--- src/rtl/matmul_seq_ctrl_if.sv ---
// Operand/result bundle for the matrix-multiply sequencer.
// The master side drives the request and operands; the slave side returns results and status.
interface matmul_seq_ctrl_if #(
    parameter int unsigned mat_size = 2,
    parameter int unsigned dat_size = 8
);
    logic                start;
    logic [dat_size-1:0] mat_A [mat_size][mat_size];
    logic [dat_size-1:0] mat_B [mat_size][mat_size];
    logic [dat_size-1:0] mat_C [mat_size][mat_size];
    logic                busy;
    logic                done;

    modport master (output start, mat_A, mat_B, input mat_C, busy, done);
    modport slave  (input start, mat_A, mat_B, output mat_C, busy, done);
endinterface

--- src/rtl/matmul_seq_ctrl.sv ---
// Clocked i/j/k sequencer for an N x N matrix multiply over one shared MAC.
// Snapshots A/B on start, writes C row-major, and pulses done for one cycle at the end.
module matmul_seq_ctrl #(
    parameter int unsigned mat_size = 2,
    parameter int unsigned dat_size = 8
) (
    input  logic               clk,
    input  logic               rst,
    matmul_seq_ctrl_if.slave   bus
);
    localparam int unsigned cw = (mat_size > 1) ? $clog2(mat_size) : 1;
    localparam int unsigned aw = 2 * dat_size + $clog2(mat_size);
    localparam logic [cw-1:0] last = cw'(mat_size - 1);

    typedef enum logic [1:0] {
        IDLE = 2'd0,
        MAC  = 2'd1,
        DONE = 2'd2
    } state_t;

    state_t              state, state_nxt;
    logic                busy_q, busy_nxt;
    logic                done_q, done_nxt;
    logic                load_c;
    logic                last_elem_c;
    logic [cw-1:0]       i_q, j_q, k_q;
    logic [aw-1:0]       acc_q;
    logic [aw-1:0]       sum_c;
    logic [dat_size-1:0] a_q [mat_size][mat_size];
    logic [dat_size-1:0] b_q [mat_size][mat_size];
    logic [dat_size-1:0] c_q [mat_size][mat_size];

    assign last_elem_c = (i_q == last) && (j_q == last) && (k_q == last);
    assign sum_c       = acc_q + aw'(a_q[i_q][k_q]) * aw'(b_q[k_q][j_q]);

    // State and status registers
    always_ff @(posedge clk) begin
        if (rst) begin
            state  <= IDLE;
            busy_q <= 1'b0;
            done_q <= 1'b0;
        end else begin
            state  <= state_nxt;
            busy_q <= busy_nxt;
            done_q <= done_nxt;
        end
    end

    // Next-state and registered-output decode
    always_comb begin
        state_nxt = state;
        busy_nxt  = busy_q;
        done_nxt  = 1'b0;
        load_c    = 1'b0;
        case (state)
            IDLE: begin
                if (bus.start) begin
                    state_nxt = MAC;
                    busy_nxt  = 1'b1;
                    load_c    = 1'b1;
                end
            end
            MAC: begin
                if (last_elem_c) begin
                    state_nxt = DONE;
                    busy_nxt  = 1'b0;
                    done_nxt  = 1'b1;
                end
            end
            DONE: begin
                state_nxt = IDLE;
                busy_nxt  = 1'b0;
            end
            default: begin
                state_nxt = IDLE;
                busy_nxt  = 1'b0;
            end
        endcase
    end

    // Operand snapshot, loop counters, accumulator and result array
    always_ff @(posedge clk) begin
        if (rst) begin
            i_q   <= '0;
            j_q   <= '0;
            k_q   <= '0;
            acc_q <= '0;
            a_q   <= '{default: '0};
            b_q   <= '{default: '0};
            c_q   <= '{default: '0};
        end else if (load_c) begin
            i_q   <= '0;
            j_q   <= '0;
            k_q   <= '0;
            acc_q <= '0;
            a_q   <= bus.mat_A;
            b_q   <= bus.mat_B;
        end else if (state == MAC) begin
            if (k_q != last) begin
                acc_q <= sum_c;
                k_q   <= k_q + 1'b1;
            end else begin
                // Element complete: keep only the low dat_size bits
                c_q[i_q][j_q] <= sum_c[dat_size-1:0];
                acc_q         <= '0;
                k_q           <= '0;
                if (j_q != last) begin
                    j_q <= j_q + 1'b1;
                end else if (i_q != last) begin
                    j_q <= '0;
                    i_q <= i_q + 1'b1;
                end
            end
        end
    end

    assign bus.mat_C = c_q;
    assign bus.busy  = busy_q;
    assign bus.done  = done_q;
endmodule

--- src/flat_wrapper.sv ---
// flat-port wrapper written by rule: the top's interface ports become plain ports
module matmul_seq_ctrl_flat 
#(
    parameter int unsigned mat_size = 2,
    parameter int unsigned dat_size = 8
)
  (clk, rst, bus_start, bus_mat_A, bus_mat_B, bus_mat_C, bus_busy, bus_done);
  matmul_seq_ctrl_if #(.mat_size(mat_size), .dat_size(dat_size)) bus_i ();
  input  logic clk;
  input  logic rst;
  input wire logic [$bits(bus_i.start)-1:0] bus_start;
  input wire logic [$bits(bus_i.mat_A)-1:0] bus_mat_A;
  input wire logic [$bits(bus_i.mat_B)-1:0] bus_mat_B;
  output wire logic [$bits(bus_i.mat_C)-1:0] bus_mat_C;
  output wire logic [$bits(bus_i.busy)-1:0] bus_busy;
  output wire logic [$bits(bus_i.done)-1:0] bus_done;
  assign bus_i.start = bus_start;
  assign bus_i.mat_A = {>>{bus_mat_A}};
  assign bus_i.mat_B = {>>{bus_mat_B}};
  assign bus_mat_C = {>>{bus_i.mat_C}};
  assign bus_busy = bus_i.busy;
  assign bus_done = bus_i.done;
  matmul_seq_ctrl #(.mat_size(mat_size), .dat_size(dat_size)) u_core (.clk(clk), .rst(rst), .bus(bus_i));
endmodule
--- config.mk ---
export PLATFORM = sky130hd
export DESIGN_NAME = matmul_seq_ctrl_flat
export DESIGN_NICKNAME = d
export VERILOG_FILES = /design/src/rtl/matmul_seq_ctrl_if.sv /design/src/rtl/matmul_seq_ctrl.sv /design/src/flat_wrapper.sv
export SDC_FILE = /design/constraint.sdc
export NUM_CORES = 1
export LEC_CHECK = 0
export CORE_MARGIN = 2
export CORE_UTILIZATION = 45
export DETAILED_ROUTE_END_ITERATION = 8
export PLACE_DENSITY = 0.71
export SYNTH_ARGS = -nofsm -noshare
export SYNTH_HDL_FRONTEND = slang
export SYNTH_SLANG_ARGS = --single-unit
--- constraint.sdc ---
create_clock -name clk -period 10.65 [get_ports clk]
set_clock_uncertainty 0.05 [all_clocks]
set_input_delay 1.5975 -clock clk [delete_from_list [all_inputs] [get_ports clk]]
set_output_delay 1.5975 -clock clk [all_outputs]
set_load 0.005 [all_outputs]
==> results of run 1 <==
==> flip-flops by register name (all words and copies together) (netlist names) <==
signal and cells:
u_core.bus.done 1, u_core.i_q 1, u_core.b_q 32, u_core.state 2, u_core.bus.mat_C 32, u_core.k_q 1, u_core.j_q 1, u_core.acc_q 8
u_core.a_q 32
==> worst register-to-register path: stages, from the launching register on <==
cell	delay, ns
dfxtp_1	0.62
buf_4	0.36
mux4_1	0.66
and2_1	0.21
fa_1	0.50
inv_1	0.05
fa_1	0.49
inv_1	0.04
ha_1	0.26
inv_1	0.05
fa_1	0.53
inv_1	0.04
ha_1	0.33
a21o_1	0.17
a21oi_1	0.24
xor2_1	0.20
xnor2_1	0.14
xnor3_2	0.48
a211oi_1	0.26
==> stage by stage <==
stage          instance area (sq um)  instances  hold WS [ns]  power, mW
2_1_floorplan                   5370        610         0.382      0.513
3_3_place_gp                    6410        818         0.389      0.557
3_5_place_dp                    6410        818         0.392      0.560
4_1_cts                         6750        834         0.402      0.927
5_1_grt                         6750        834         0.419      0.958
6_report                        6750        834         0.403      0.920
==> routing by layer <==
metal | vias up | track usage | share of wire
li1 | 2160 | - | -
met1 | 2091 | 0.277 | 0.45
met2 | 81 | 0.362 | 0.50
met3 | 11 | 0.0311 | 0.034
met4 | 0 | 0.0675 | 0.014
met5 | - | 0 | 0
==> layout make-up <==
type	count	share of cell area
inverters	29	0.0161
clock buffers	9	0.0334
flip-flops and latches	110	0.326
repair buffers	104	0.152
well taps	143	0.0265
multi-input cells	432	0.430
clock inverters	7	0.0156
==> power breakdown <==
group	internal, mW	total, mW	switching, mW
clock network	0.210	0.369	0.159
registers	0.427	0.437	0.0100
logic	0.0529	0.113	0.0603
total	0.691	0.920	0.229
==> cells by family (layout without fill, tap and decap cells) <==
group,after synthesis,count (layout)
simple gates,248,248
flops,110,110
compound gates,98,98
buf+inv,68,149
fa+ha+maj,35,35
mux,28,28
xor+xnor,23,23
==> cells in the mapped netlist, drive strengths merged (10+ instances only) <==
cell type / count
dfxtp: 110
buf: 10
inv: 29
fa: 18
nand2: 181
xnor2: 16
mux2i: 12
and2: 12
mux4: 16
nor2: 34
a21oi: 86
clkbuf: 29
ha: 17
==> worst max-delay path by stage <==
stage	depth (start not counted)	slack (ns)	start	endpoint
floorplan	18	5.60	u_core.k_q	u_core.bus.mat_C[15]
global placement	18	5.06	u_core.k_q	u_core.bus.mat_C[15]
detailed placement	18	4.92	u_core.k_q	u_core.bus.mat_C[7]
CTS	18	4.90	u_core.k_q	u_core.bus.mat_C[7]
global route	18	4.60	u_core.k_q	u_core.bus.mat_C[7]
finish	18	4.89	u_core.k_q	u_core.bus.mat_C[7]
==> results_dict.tcl, run 1 <==
set metrics [dict create \
    status "completed" \
    maximum_frequency_from_static_timing_analysis_ghz 0.174 \
    detail-route-antenna-nets 0 \
    start_kind "register" \
    syn_nets 712 \
    netlist_instances 610 \
    cpLargestDelayFamily "adder cells" \
    cts_hold_repair.buffers 0 \
    slowest_delay_ns 0.66 \
    critPathArrivalTime_ns 5.96 \
    postSynth.asyncResetShare 0 \
    clk-insertion-delay-late_ns 0.35 \
    reg2reg_setup_slack_ns 4.89 \
    synth.avg_cell_area_sq_um 8.81 \
    seqCellArea_sq_um 2200 \
    final_layout_size_suffix_gt1_frac 0.0492 \
    detailedPlacementHpwl_microns 9590 \
    postCtsSetupRepairBufs 0 \
    edff_count_synth 0 \
    combinational_family_with_the_most_area_after_synthesis "simple AND/OR/NAND/NOR gates" \
    critical_path_class "reg2reg" \
    antennaDiodeCount 0 \
    grt_antenna_before_repair 0 \
    crit-reg2reg-capture "u_core.bus.mat_C[7]" \
    timing.critical_path.cells "buf_4 -> mux4_1 -> and2_1 -> fa_1 -> inv_1 -> fa_1 -> inv_1 -> ha_1 -> inv_1 -> fa_1 -> inv_1 -> ha_1 -> a21o_1 -> a21oi_1 -> xor2_1 -> xnor2_1 -> xnor3_2 -> a211oi_1" \
    synth_compound_area_frac 0.0967 \
    area_delta_synth_final_pct 25.6 \
    synth-warning-count 0 \
    setup_viol_count_final 0 \
    rr_worst_depth 18 \
    numCtsBuffers 9 \
    clkSlewWorstSetupHoldPaths_ns 0.07 \
    max_slew_margin 0.258 \
    drt_first_iter_violations 265 \
    synth-simple-area-share 0.191 \
    final_critical_path_setup_slack_ns 4.89 \
    holdCritStartpoint "u_core.b_q[2]" \
    ys.flop_type "dfxtp_1" \
    critical_path.slowest_cell "mux4_1" \
    hold_violations 0 \
    dr.pass1.iters 4 \
    synthDominantCellAreaShare 0.410 \
    std_cell_rows 39 \
    critical_path_peak_fanout 18 \
    worstSetupEndpointType "register" \
    globalRouteTotalUtil 0.211 \
    yosys.area_share.xor_xnor 0.0471 \
    power_leakage_nw 2.60 \
    port_buffers 100 \
    start_util 0.466 \
    number_of_distinct_library_cell_variants_in_the_gate_level_netlist_after_synthesis 35 \
    synthMuxAreaShare 0.0971 \
    core-area_sq_um 11500 \
    detail_route.wl_per_cell_microns 15.4 \
    crit_path_frequent_cell "inv_1" \
    pin_count 101 \
    synth_seq_cells 110 \
    critical_path.reg2reg.startpoint "u_core.k_q" \
    detail_route.vias_per_cell 5.21 \
    layout.core_utilization 0.586 \
    grt_first_pass_wirelength_microns 21600 \
    tritoncts "built" \
    max_slew_violations 0 \
    worst-slew-pin-transition_ns 1.11 \
    hold_path_depth 2 \
    post_cts.resized_instances 0 \
    route.final.wire_length_microns 12900 \
    pwr_per_cell_area_nw_per_um2 136 \
    floorplan.die_area_sq_um 12800 \
    timing.final.crit_period_ns 5.76 \
    final_common_cell "nand2_1" \
    final_cell_mix "nand2_1, dfxtp_1, clkdlybuf4s50_1, a21oi_1, nor2_1" \
    final_nets 788 \
    route.vias.total 4343 \
    fin_setup_tns_ns 0 \
    number_of_violations_of_the_max_capacitance_limit 0 \
    synth_area_leaders "dfxtp_1, nand2_1, a21oi_1" \
    grt_setup_unrepaired "false" \
    timing.hold.worst_endpoint "u_core.b_q[2]" \
    fp.dieW_microns 113 \
    post-route-drc-count 0 \
    yosysSeqAreaShare 0.410 \
    mappedNetlistArea_sq_um 5370 \
    chipHeight_microns 113 \
    preCtsSetupSlack_ns 4.92 \
    critical_path_required_ns 10.86 \
    cts_buffer_depth 2 \
    htree_num_levels 3 \
    irDropWorstVdd_mv 0.100 \
    share_of_synthesized_cell_area_in_full_adder_half_adder_and_majority_cells 0.107 \
    path_buf_inv 5 \
    globalRoute.totalOverflow 0 \
    worstHoldPathType "reg2reg" \
    clock_tree.root_cell "clkbuf_16" \
    clock_sink_count 110 \
    area_used_by_multi_input_combinational_logic_sq_um 2900 \
    fillerInstances 987 \
    grt_pass1_vias 4385 \
    routabilityCongestion 0.888 \
    grt_start_max_net_pins 67 \
    synthDominantAreaCellType "dfxtp_1" \
    layout_worst_path_cycle_share 0.541 \
]
No activity file was read; power rests on OpenSTA's default activity.
==> run 2: changes to the inputs <==
PLACE_DENSITY = 0.73   (was 0.71)
clock period = 5.2 ns   (was 10.65 ns; I/O delays follow)
==> results_dict.tcl, run 2 (synthesis gave the netlist of run 1 again) <==
set metrics [dict create \
    status "finished with violations" \
    violations "DRC" \
    clock_tree.root_cell "clkbuf_16" \
    layout.core_utilization 0.593 \
    holdCritStartpoint "u_core.b_q[2]" \
    final_cell_mix "nand2_1, dfxtp_1, clkdlybuf4s50_1, a21oi_1, nor2_1" \
    std_cell_rows 39 \
    tritoncts "built" \
    crit-reg2reg-capture "u_core.acc_q[7]" \
    post-route-drc-count 1 \
    detailedPlacementHpwl_microns 9670 \
    grt_use_met2 0.351 \
    route.final.wire_length_microns 13100 \
    grt.busiest_layer "met2" \
    start_util 0.466 \
    pwr_per_cell_area_nw_per_um2 272 \
    final_cells 846 \
    grt_pass1_vias 4372 \
    maximum_frequency_from_static_timing_analysis_ghz 0.202 \
    setup_viol_count_final 0 \
    worstSetupEndpointType "register" \
    clkSlewWorstSetupHoldPaths_ns 0.08 \
    antennaDiodeCount 0 \
    area_delta_synth_final_pct 27.2 \
    globalRoute.totalOverflow 0 \
    place_inst 825 \
    grtUsageMet1 0.280 \
    htree_num_levels 3 \
    max_slew_violations 0 \
    path_buf_inv 4 \
    power_leakage_nw 2.63 \
    critical_path_peak_fanout 14 \
    detail-route-antenna-nets 0 \
    final_common_cell "nand2_1" \
    chipHeight_microns 113 \
    fin_setup_tns_ns 0 \
    cpLargestDelayFamily "adder cells" \
    routabilityCongestion 0.880 \
    cts_buffer_depth 2 \
    critical_path.slowest_cell "mux4_2" \
    globalRouteTotalUtil 0.211 \
    cts_hold_repair.buffers 0 \
    reg2reg_setup_slack_ns 0.26 \
    globalRouteMet3Util 0.0332 \
    number_of_violations_of_the_max_capacitance_limit 0 \
    critical_path.reg2reg.startpoint "u_core.j_q" \
    pin_count 101 \
    drt_first_iter_violations 237 \
    clk-insertion-delay-late_ns 0.35 \
    irDropWorstVdd_mv 0.163 \
    final_nets 800 \
    detail_route.vias_per_cell 5.16 \
    max_slew_margin 0.288 \
    detail_route.wl_per_cell_microns 15.5 \
    clock_sink_count 110 \
    dr.pass1.iters 7 \
    slowest_delay_ns 0.58 \
    port_buffers 100 \
    critical_path_required_ns 5.44 \
    finalPower_mw 1.86 \
    final_layout_size_suffix_gt1_frac 0.0782 \
    critical_path_class "reg2reg" \
    timing.critical_path.cells "buf_6 -> mux4_2 -> and2_1 -> ha_1 -> fa_1 -> ha_1 -> inv_1 -> fa_1 -> inv_1 -> fa_1 -> a21o_1 -> a21oi_2 -> buf_4 -> xnor2_1 -> xnor3_2 -> nor3_1 -> nand3b_1" \
    grt_first_pass_wirelength_microns 21500 \
    timing.hold.worst_endpoint "u_core.b_q[2]" \
    fp.dieW_microns 113 \
    numCtsBuffers 9 \
    critPathArrivalTime_ns 5.18 \
    floorplan.die_area_sq_um 12800 \
    crit_path_frequent_cell "fa_1" \
    hold_violations 0 \
    core-area_sq_um 11500 \
    grt_antenna_before_repair 0 \
    worst-slew-pin-transition_ns 1.06 \
    route.vias.total 4362 \
    start_kind "register" \
    worstHoldPathType "reg2reg" \
    layout_worst_path_cycle_share 0.950 \
    rr_worst_depth 17 \
    grt_start_max_net_pins 67 \
    hold_path_depth 2 \
    timing.final.crit_period_ns 4.94 \
]
-- run 2: changes by cell type in the layout (fill, tap and decap cells not counted), moves of 2 or more --
cell     before  now
buf_4         4   14
buf_6         0    2
dfxtp_1     110  107
dfxtp_4       0    2
mux4_1       11    7
mux4_2        5    9
-- run 2: worst max-delay path by stage --
stage               cells past startpoint              endpoint        from
finish                                 17       u_core.acc_q[7]  u_core.j_q
global route                           17       u_core.acc_q[7]  u_core.i_q
CTS                                    16  u_core.bus.mat_C[31]  u_core.j_q
detailed placement                     16   u_core.bus.mat_C[7]  u_core.j_q
global placement                       17  u_core.bus.mat_C[15]  u_core.k_q
floorplan                              18  u_core.bus.mat_C[15]  u_core.k_q
-- run 2: through the flow --
| stage | area [sq um] | hold slack, ns | setup slack (ns) |
|---|---|---|---|
| 2_1_floorplan | 5370 | 0.382 | 0.152 |
| 3_3_place_gp | 6470 | 0.391 | 0.0960 |
| 3_5_place_dp | 6470 | 0.394 | -0.0692 |
| 4_1_cts | 6780 | 0.408 | 0.00189 |
| 5_1_grt | 6830 | 0.420 | -0.0146 |
| 6_report | 6830 | 0.405 | 0.260 |
-- run 2: metal layers --
metal / routed length, microns / share of wire
met1: 5870 / 0.45
met2: 6340 / 0.48
met3: 608 / 0.046
met4: 322 / 0.025
met5: 0 / 0
-- run 2: repair_timing --
item,in CTS,in global routing
pin swaps,0,1
cloned,0,0
buffers inserted,0,5
setup endpoints to repair,5,5
resized for setup,5,8
-- run 2: layout make-up --
type | instances | area (sq um)
Fill cell | 990 | 4680
Multi-Input combinational cell | 432 | 2890
Sequential cell | 110 | 2210
Timing Repair Buffer | 116 | 1120
Clock buffer | 9 | 225
Tap cell | 143 | 179
Inverter | 29 | 109
Clock inverter | 7 | 91.3
-- run 2: power by group --
group / internal [mW] / switching (mW) / leakage [nW]
sequential: 0.874 / 0.0214 / 0.899
clock: 0.386 / 0.333 / 0.151
combinational: 0.115 / 0.127 / 1.58
total: 1.38 / 0.481 / 2.63
-- run 2: tightest hold or removal path: stages, from the launching register on --
cell     delay, ns
dfxtp_1       0.31
nand2_1       0.05
a21oi_1       0.05
